==> src/rtl/matmul_pkg.sv <==
// Shared types and widths for the sequential matrix-multiply engine.
package matmul_pkg;

  localparam int DATA_W = 8;
  localparam int ACC_W  = 16;
  localparam int ADDR_W = 8;
  localparam int IDX_W  = 3;

  typedef enum logic [2:0] {
    IDLE = 3'd0,
    RD_A = 3'd1,
    RD_B = 3'd2,
    MAC  = 3'd3,
    WR   = 3'd4,
    DONE = 3'd5
  } mm_state_t;

  // Row-major element address: base + row*n + col, wrapping at 8 bits.
  function automatic logic [ADDR_W-1:0] mat_addr(
    input logic [ADDR_W-1:0] base,
    input logic [IDX_W-1:0]  row,
    input logic [IDX_W-1:0]  col,
    input logic [ADDR_W-1:0] n
  );
    logic [ADDR_W-1:0] row_w;
    logic [ADDR_W-1:0] col_w;
    row_w = {5'd0, row};
    col_w = {5'd0, col};
    return base + (row_w * n) + col_w;
  endfunction

endpackage

==> src/rtl/matmul_seq_mac16.sv <==
// 8x8 unsigned multiplier feeding a 16-bit wrapping accumulator.
module mac16
  import matmul_pkg::*;
(
  input  logic              clk,
  input  logic              rst,
  input  logic              clr,
  input  logic              en,
  input  logic [DATA_W-1:0] a,
  input  logic [DATA_W-1:0] b,
  output logic [ACC_W-1:0]  acc
);

  logic [ACC_W-1:0] prod_s;

  assign prod_s = {8'd0, a} * {8'd0, b};

  // Accumulator: clear has priority, otherwise add the product modulo 2^16.
  always_ff @(posedge clk or posedge rst) begin
    if (rst) begin
      acc <= 16'd0;
    end else if (clr) begin
      acc <= 16'd0;
    end else if (en) begin
      acc <= acc + prod_s;
    end else begin
      acc <= acc;
    end
  end

endmodule

==> src/rtl/matmul_seq.sv <==
// Sequential C = A*B engine: one multiply-accumulate per three-cycle step,
// operands read from and results written to an adjacent data memory.
module matmul_seq
  import matmul_pkg::*;
#(
  parameter int N      = 2,
  parameter int A_BASE = 0,
  parameter int B_BASE = 4,
  parameter int C_BASE = 8
) (
  input  logic              clk,
  input  logic              rst,
  input  logic              start,
  output logic              busy,
  output logic              done,
  output logic [ADDR_W-1:0] r_addr,
  input  logic [DATA_W-1:0] r_data,
  output logic              we,
  output logic [ADDR_W-1:0] w_addr,
  output logic [ACC_W-1:0]  w_data
);

  localparam logic [ADDR_W-1:0] N_W      = ADDR_W'(N);
  localparam logic [ADDR_W-1:0] A_BASE_W = ADDR_W'(A_BASE);
  localparam logic [ADDR_W-1:0] B_BASE_W = ADDR_W'(B_BASE);
  localparam logic [ADDR_W-1:0] C_BASE_W = ADDR_W'(C_BASE);
  localparam logic [IDX_W-1:0]  LAST_IDX = IDX_W'(N - 1);

  mm_state_t          state_r;
  mm_state_t          state_s;
  logic [IDX_W-1:0]   i_r;
  logic [IDX_W-1:0]   j_r;
  logic [IDX_W-1:0]   k_r;
  logic [DATA_W-1:0]  a_reg_r;
  logic [ADDR_W-1:0]  r_addr_hold_r;
  logic [ACC_W-1:0]   acc_s;
  logic               mac_clr_s;
  logic               mac_en_s;

  mac16 u_mac (
    .clk (clk),
    .rst (rst),
    .clr (mac_clr_s),
    .en  (mac_en_s),
    .a   (a_reg_r),
    .b   (r_data),
    .acc (acc_s)
  );

  // State register.
  always_ff @(posedge clk or posedge rst) begin
    if (rst) begin
      state_r <= IDLE;
    end else begin
      state_r <= state_s;
    end
  end

  // Next-state decode; start only matters in IDLE.
  always_comb begin
    state_s = state_r;
    case (state_r)
      IDLE: begin
        if (start) state_s = RD_A;
        else       state_s = IDLE;
      end
      RD_A: state_s = RD_B;
      RD_B: state_s = MAC;
      MAC: begin
        if (k_r == LAST_IDX) state_s = WR;
        else                 state_s = RD_A;
      end
      WR: begin
        if ((i_r == LAST_IDX) && (j_r == LAST_IDX)) state_s = DONE;
        else                                         state_s = RD_A;
      end
      DONE:    state_s = IDLE;
      default: state_s = IDLE;
    endcase
  end

  // Outputs decoded from registered state and registered datapath values only.
  always_comb begin
    busy      = 1'b0;
    done      = 1'b0;
    we        = 1'b0;
    w_addr    = 8'd0;
    w_data    = 16'd0;
    r_addr    = r_addr_hold_r;
    mac_clr_s = 1'b0;
    mac_en_s  = 1'b0;
    case (state_r)
      IDLE: mac_clr_s = 1'b1;
      RD_A: begin
        busy   = 1'b1;
        r_addr = mat_addr(A_BASE_W, i_r, k_r, N_W);
      end
      RD_B: begin
        busy   = 1'b1;
        r_addr = mat_addr(B_BASE_W, k_r, j_r, N_W);
      end
      MAC: begin
        busy     = 1'b1;
        mac_en_s = 1'b1;
      end
      WR: begin
        busy      = 1'b1;
        we        = 1'b1;
        w_addr    = mat_addr(C_BASE_W, i_r, j_r, N_W);
        w_data    = acc_s;
        mac_clr_s = 1'b1;
      end
      DONE:    done = 1'b1;
      default: busy = 1'b0;
    endcase
  end

  // Read address holds its last presented value between reads.
  always_ff @(posedge clk or posedge rst) begin
    if (rst) begin
      r_addr_hold_r <= 8'd0;
    end else begin
      r_addr_hold_r <= r_addr;
    end
  end

  // Index counters and A-operand latch.
  always_ff @(posedge clk or posedge rst) begin
    if (rst) begin
      i_r     <= 3'd0;
      j_r     <= 3'd0;
      k_r     <= 3'd0;
      a_reg_r <= 8'd0;
    end else begin
      case (state_r)
        IDLE, DONE: begin
          i_r <= 3'd0;
          j_r <= 3'd0;
          k_r <= 3'd0;
        end
        RD_B: a_reg_r <= r_data;
        MAC: begin
          if (k_r != LAST_IDX) k_r <= k_r + 3'd1;
          else                 k_r <= k_r;
        end
        WR: begin
          k_r <= 3'd0;
          if (j_r == LAST_IDX) begin
            j_r <= 3'd0;
            if (i_r == LAST_IDX) i_r <= 3'd0;
            else                 i_r <= i_r + 3'd1;
          end else begin
            j_r <= j_r + 3'd1;
          end
        end
        default: begin
          i_r <= i_r;
          j_r <= j_r;
          k_r <= k_r;
        end
      endcase
    end
  end

endmodule

==> config.mk <==
export PLATFORM = sky130hd
export DESIGN_NAME = matmul_seq
export DESIGN_NICKNAME = d
export VERILOG_FILES = /design/src/rtl/matmul_pkg.sv /design/src/rtl/matmul_seq_mac16.sv /design/src/rtl/matmul_seq.sv
export SDC_FILE = /design/constraint.sdc
export NUM_CORES = 1
export LEC_CHECK = 0
export ABC_AREA = 1
export BUFFER_PORTS_ARGS = -buffer_cell sky130_fd_sc_hd__buf_2
export CAP_MARGIN = 15
export CORE_AREA = 3 3 98 100
export CTS_BUF_LIST = sky130_fd_sc_hd__clkbuf_2 sky130_fd_sc_hd__clkbuf_4 sky130_fd_sc_hd__clkbuf_8
export DETAILED_ROUTE_END_ITERATION = 6
export DIE_AREA = 0 0 101 103
export HOLD_SLACK_MARGIN = 0.12
export PLACE_DENSITY = 0.78
export SLEW_MARGIN = 20
export SYNTH_ARGS = -nofsm -noshare
export SYNTH_HDL_FRONTEND = slang
export SYNTH_SLANG_ARGS = --single-unit
export TNS_END_PERCENT = 50
==> constraint.sdc <==
create_clock -name clk -period 4.3 [get_ports clk]
set_clock_uncertainty 0.15 [all_clocks]
set_input_delay 0.215 -clock clk [delete_from_list [all_inputs] [get_ports clk]]
set_output_delay 0.215 -clock clk [all_outputs]
set_load 0.02 [all_outputs]
== After elaboration in Yosys (flattened, before gate mapping) ==
Cells that the tools add are included.

* Muxes and demuxes: 21
* Bitwise operators: 0
* Equal/unequal tests: 11
* Multiply operators: 1
* Reductions and logical operators: 11
* Add/sub/neg operators: 9
* Shifts and indexed selects: 0
* Div/mod/pow operators: 0
* $lt $le $gt $ge: 0

{| class="wikitable"
|+ Operators by type and width
! kind !! count
|-
| $mux W16 || 3
|-
| $mux W3 || 6
|-
| $pmux W3 S2 || 3
|-
| $add A16 B16 Y16 || 1
|-
| $mul A8 B8 Y16 || 1
|-
| $pmux W8 S2 || 1
|-
| $pmux W3 S5 || 1
|-
| $add A5 B3 Y6 || 2
|-
| $eq A3 B1 Y1 const B || 4
|-
| $add A3 B1 Y3 const B || 3
|-
| $eq A3 B2 Y1 const B || 2
|-
| $eq A3 B3 Y1 const B || 2
|-
| $mux W1 || 6
|-
| $mux W6 || 1
|-
| $reduce_bool A2 Y1 || 3
|-
| $add A3 B4 Y5 const A || 1
|-
| $add A4 B3 Y5 || 1
|-
| $add A4 B4 Y5 const A || 1
|-
| $ne A2 B2 Y1 const B || 2
|-
| $reduce_and A2 Y1 || 2
|-
| $reduce_or A2 Y1 || 2
|-
| $reduce_or A4 Y1 || 1
|-
| $logic_not A3 Y1 || 1
|-
| $ne A3 B1 Y1 const B || 1
|-
| 2 further kinds || 2
|}

* Logic and storage cells: 60
* RAM bits: 0
* Bits in latches: 0
* Bits in registers: 44
* Memory bits (read-only): 0
* Memories kept: 0

== Longest topological paths before layout ==
* Depth in word-level cells: 4
* Depth in mapped cells: 21

== By module ==
From an unflattened synthesis, not the netlist that was laid out.

* Cells, all modules: 702
* Area, all modules: 5044.8 um2

{| class="wikitable"
|+ By module, submodules not included
! module !! instances !! area each (um2) !! cells an instance
|-
| mac16 || 1 || 3370.7 || 478
|-
| matmul_seq || 1 || 1674.1 || 224
|}

== Worst setup path after synthesis ==
Ideal clock, no wire load.

* Kind: register to register
* From: reg a_reg_r[0]
* To: reg u_mac.acc[15]
* Data required time: 4.033 ns
* Cell stages (with the launch flop): 18
* Data arrival time: 3.732 ns
* Clock period less this slack: 3.999 ns
* Setup slack: 0.301 ns
* Cell sequence: dfrtp_1 clkbuf_1 nand2_1 fa_1 fa_1 inv_1 fa_1 inv_1 fa_1 inv_1 ha_1 nand2_1 nor2_1 nand3_1 nand3_1 nand2_1 nand3_1 nand2_1

* Longest elaborated chain between the ends: 4

{| class="wikitable"
|+ RTL lines
! element !! RTL line !! RTL
|-
| start: declaration || matmul_seq.sv:34 || <nowiki>logic [DATA_W-1:0] a_reg_r;</nowiki>
|-
| start signal: assignment || matmul_seq.sv:141 || <nowiki>RD_B: a_reg_r <= r_data;</nowiki>
|-
| $mul A8 B8 Y16 || matmul_seq_mac16.sv:16 || <nowiki>assign prod_s = {8'd0, a} * {8'd0, b};</nowiki>
|-
| $add A16 B16 Y16 || matmul_seq_mac16.sv:25 || <nowiki>acc <= acc + prod_s;</nowiki>
|-
| $mux W16 || matmul_seq_mac16.sv:24 || <nowiki>end else if (en) begin</nowiki>
|-
| $mux W16 || matmul_seq_mac16.sv:22 || <nowiki>end else if (clr) begin</nowiki>
|-
| end signal: assignment || matmul_seq_mac16.sv:25 ||
|-
| end: declaration || matmul_seq_mac16.sv:11 || <nowiki>output logic [ACC_W-1:0] acc</nowiki>
|}

No other way between the ends. The select of a mux whose other input is x is not followed.
A chain may end at the register's enable or synchronous reset.

== Worst setup path after layout ==
* From: in r_data[5]
* To: reg u_mac.acc[12]

* Longest elaborated chain between the ends: 4

{| class="wikitable"
|+ RTL lines
! element !! RTL line !! RTL
|-
| start: declaration || matmul_seq.sv:17 || <nowiki>input logic [DATA_W-1:0] r_data,</nowiki>
|-
| $mul A8 B8 Y16 || matmul_seq_mac16.sv:16 ||
|-
| $add A16 B16 Y16 || matmul_seq_mac16.sv:25 ||
|-
| $mux W16 || matmul_seq_mac16.sv:24 ||
|-
| $mux W16 || matmul_seq_mac16.sv:22 ||
|}

No other way between the ends. The select of a mux whose other input is x is not followed.

==> flow_metrics.env <==
export IMPL_stdcell_area_um2=5590
export IMPL_cp_arrival_ps=4230
export IMPL_synth_xor_area_frac=0.0141
export IMPL_setup_violations=0
export IMPL_grt_ovfl_total=0
export IMPL_synth_edf_count=0
export IMPL_cts_max_level=2
export IMPL_yosys_top_cells_count="nand2_1, inv_1, fa_1"
export IMPL_place_area_um2=5220
export IMPL_start_util=0.566
export IMPL_async_flop_share=1.00
export IMPL_dieWidth_um=101
export IMPL_vias=4162
export IMPL_final_nets=820
export IMPL_globalRouteTotalUtil=0.231
export IMPL_path_clk_slew_ps=90
export IMPL_netlist_area_um2=4960
export IMPL_ant_nets=0
export IMPL_grt_pass1_wl_mm=19.2
export IMPL_status="complete, no violations"
export IMPL_syn_to_final_growth_pct=12.8
export IMPL_hold_viol=0
export IMPL_post_place_cells=801
export IMPL_design_die_area_um2=10400
export IMPL_clock_fmax_mhz=240
export IMPL_drive_gt1_frac=0.136
export IMPL_min_path_type="reg2reg"
export IMPL_gp_congestion=0.920
export IMPL_synth_top_family_by_area="adder cells"
export IMPL_required_ps=4350
export IMPL_ioPinCount=46
export IMPL_netlist_instances=670
export IMPL_synth_cell_type_count=32
export IMPL_wirelength_mm=11.3
export IMPL_cts_buffer_depth=2
export IMPL_synth_compound_area_frac=0.0507
export IMPL_core_region_area_um2=8760
export IMPL_synth_fa_ha_area_frac=0.325
export IMPL_yosys_area_share_simple=0.220
export IMPL_vias_per_cell=5.07
export IMPL_drv_slew=0
export IMPL_synth_most_common_cell="nand2_1"
export IMPL_worstPathMaxFanout=7
export IMPL_cts_tree="done"
export IMPL_insertion_delay_ps=310
export IMPL_final_cells=821
export IMPL_critical_path_endpoint_type="flop"
export IMPL_grt_pass1_vias=4129
export IMPL_cts_sinks=44
export IMPL_fin_setup_tns_ps=0
export IMPL_cp_start_kind="primary input"
export IMPL_cap_viol_max_count=0
export IMPL_synth_area_top_cells="dfrtp_1, fa_1, nand2_1"
export IMPL_cts_made_buffers=5
export IMPL_wl_per_cell_um=13.7
export IMPL_worst_setup_path_type="in2reg"
export IMPL_hpwl_mm=8.64
export IMPL_worstMarginPinSlew_ps=566
export IMPL_core_rowCount=34
export IMPL_synth_top_area_frac=0.222
export IMPL_utilization=0.638
export IMPL_synth_top_cell_by_area="dfrtp_1"
export IMPL_avgSynthCellArea_um2=7.40
export IMPL_synth_seq_cells=44
export IMPL_slew_headroom=0.622
export IMPL_grt_max_degree=45
export IMPL_port_buffer_count=42
export IMPL_ys_flop_type="dfrtp_1"
export IMPL_antenna_found_initial=0
export IMPL_first_iter_violations=257
export IMPL_first_pass_iters=5
export IMPL_die_h_um=103
export IMPL_root_buffer="clkbuf_8"
export IMPL_ys_warn_count=0
export IMPL_muxShareOfSynthArea=0
export IMPL_fin_crit_sh=0.971
export IMPL_antennaDiodeCount=0
export IMPL_min_period_ps=4180
export IMPL_drcViolationCount=0
export IMPL_ys_seq_area_frac=0.222
[kinds of logic (layout without fill, tap and decap cells)]
| group | count (synthesis) | count (layout) |
|---|---|---|
| AOI/OAI and AO/OA | 41 | 41 |
| other | 1 | 3 |
| and+or+nand+nor | 265 | 265 |
| xor gates and xnor gates | 8 | 8 |
| adders and majority gates | 97 | 97 |
| buffers and inverters | 214 | 255 |
| DFF | 44 | 44 |
[layout by cell type, fill, tap and decap left out]
master,instances
buf_4,7
inv_6,1
buf_2,38
clkinvlp_4,1
xor2_1,4
nor2_1,31
nor2_2,5
ha_1,38
dfrtp_2,6
clkinv_1,2
nand4_1,5
inv_1,180
ha_4,6
nor2_8,1
buf_6,3
o22ai_1,1
inv_2,7
nor3_1,1
o21ai_0,12
o41ai_1,1
a21oi_1,11
dlygate4sd3_1,10
o22ai_2,3
xnor2_1,4
o21bai_2,1
fa_1,53
nand3_2,3
conb_1,3
nand3_1,27
nand2_2,7
o211ai_1,2
nand3b_1,1
dfrtp_1,38
o221ai_1,2
o21ai_1,8
nor2_4,2
nand2_1,182
bufinv_16,1
clkbuf_8,5
[final cells by class]
class,count,area (µm²)
Clock buffer,5,68.8
Multi-Input combinational cell,414,3150
Sequential cell,44,1110
Timing Repair Buffer,58,377
Inverter,189,709
Tap cell,108,135
Clock inverter,3,46.3
Fill cell,740,3170
[metrics by stage]
stage,setup slack [ps],hold slack [ps]
2_1_floorplan,301,234
3_3_place_gp,72.0,231
3_5_place_dp,30.1,239
4_1_cts,9.69,341
5_1_grt,-14.2,363
6_report,125,339
[per-layer routing]
| metal | global-route usage | routed length (µm) | vias up |
|---|---|---|---|
| met1 | 0.306 | 4810 | 2000 |
| met5 | 0 | 0 | - |
| li1 | - | - | 2027 |
| met4 | 0.0593 | 199 | 0 |
| met2 | 0.407 | 5750 | 115 |
| met3 | 0.0277 | 511 | 20 |
[repair_timing]
action | CTS | global route
setup endpoints to repair | 0 | 9
gates resized for setup | 0 | 37
hold endpoints to repair | 53 | 0
hold buffers | 10 | 0
setup buffers | 0 | 2
[critical path, cell delays in order]
cell and delay, ps:
dlygate4sd3_1 550, buf_6 140, nand2_1 70, inv_1 50, fa_1 460, fa_1 530
fa_1 550, inv_1 60, fa_1 550, inv_1 70, ha_4 300, nand2_1 100
nor2_1 190, nand3_2 120, nand3_1 90, nand2_1 50, nand3_1 70, nand2_1 50
[registers in the layout, summed over array words and instances, names as in the netlist]
register	cells
u_mac.acc	16
state_r	3
k_r	3
j_r	3
a_reg_r	8
r_addr_hold_r	8
i_r	3
[path summary, 6_finish.rpt]
| path | slack [ps] | from | to | depth (start not counted) |
|---|---|---|---|---|
| worst min-delay path | 340 | r_addr_hold_r[1] | r_addr_hold_r[1] | 2 |
| min in group asynchronous | 420 | rst | u_mac.acc[1] | 4 |
| max in group asynchronous | 3150 | rst | a_reg_r[6] | 4 |
| worst max-delay path | 120 | r_data[5] | u_mac.acc[12] | 18 |
| worst min register to register | 340 | r_addr_hold_r[1] | r_addr_hold_r[1] | 2 |
| worst max register to register | 160 | a_reg_r[1] | u_mac.acc[12] | 16 |
Power is left out: the tool's default activity adds up to more than one toggle a clock period on the data nets, which glitch-free logic cannot reach.
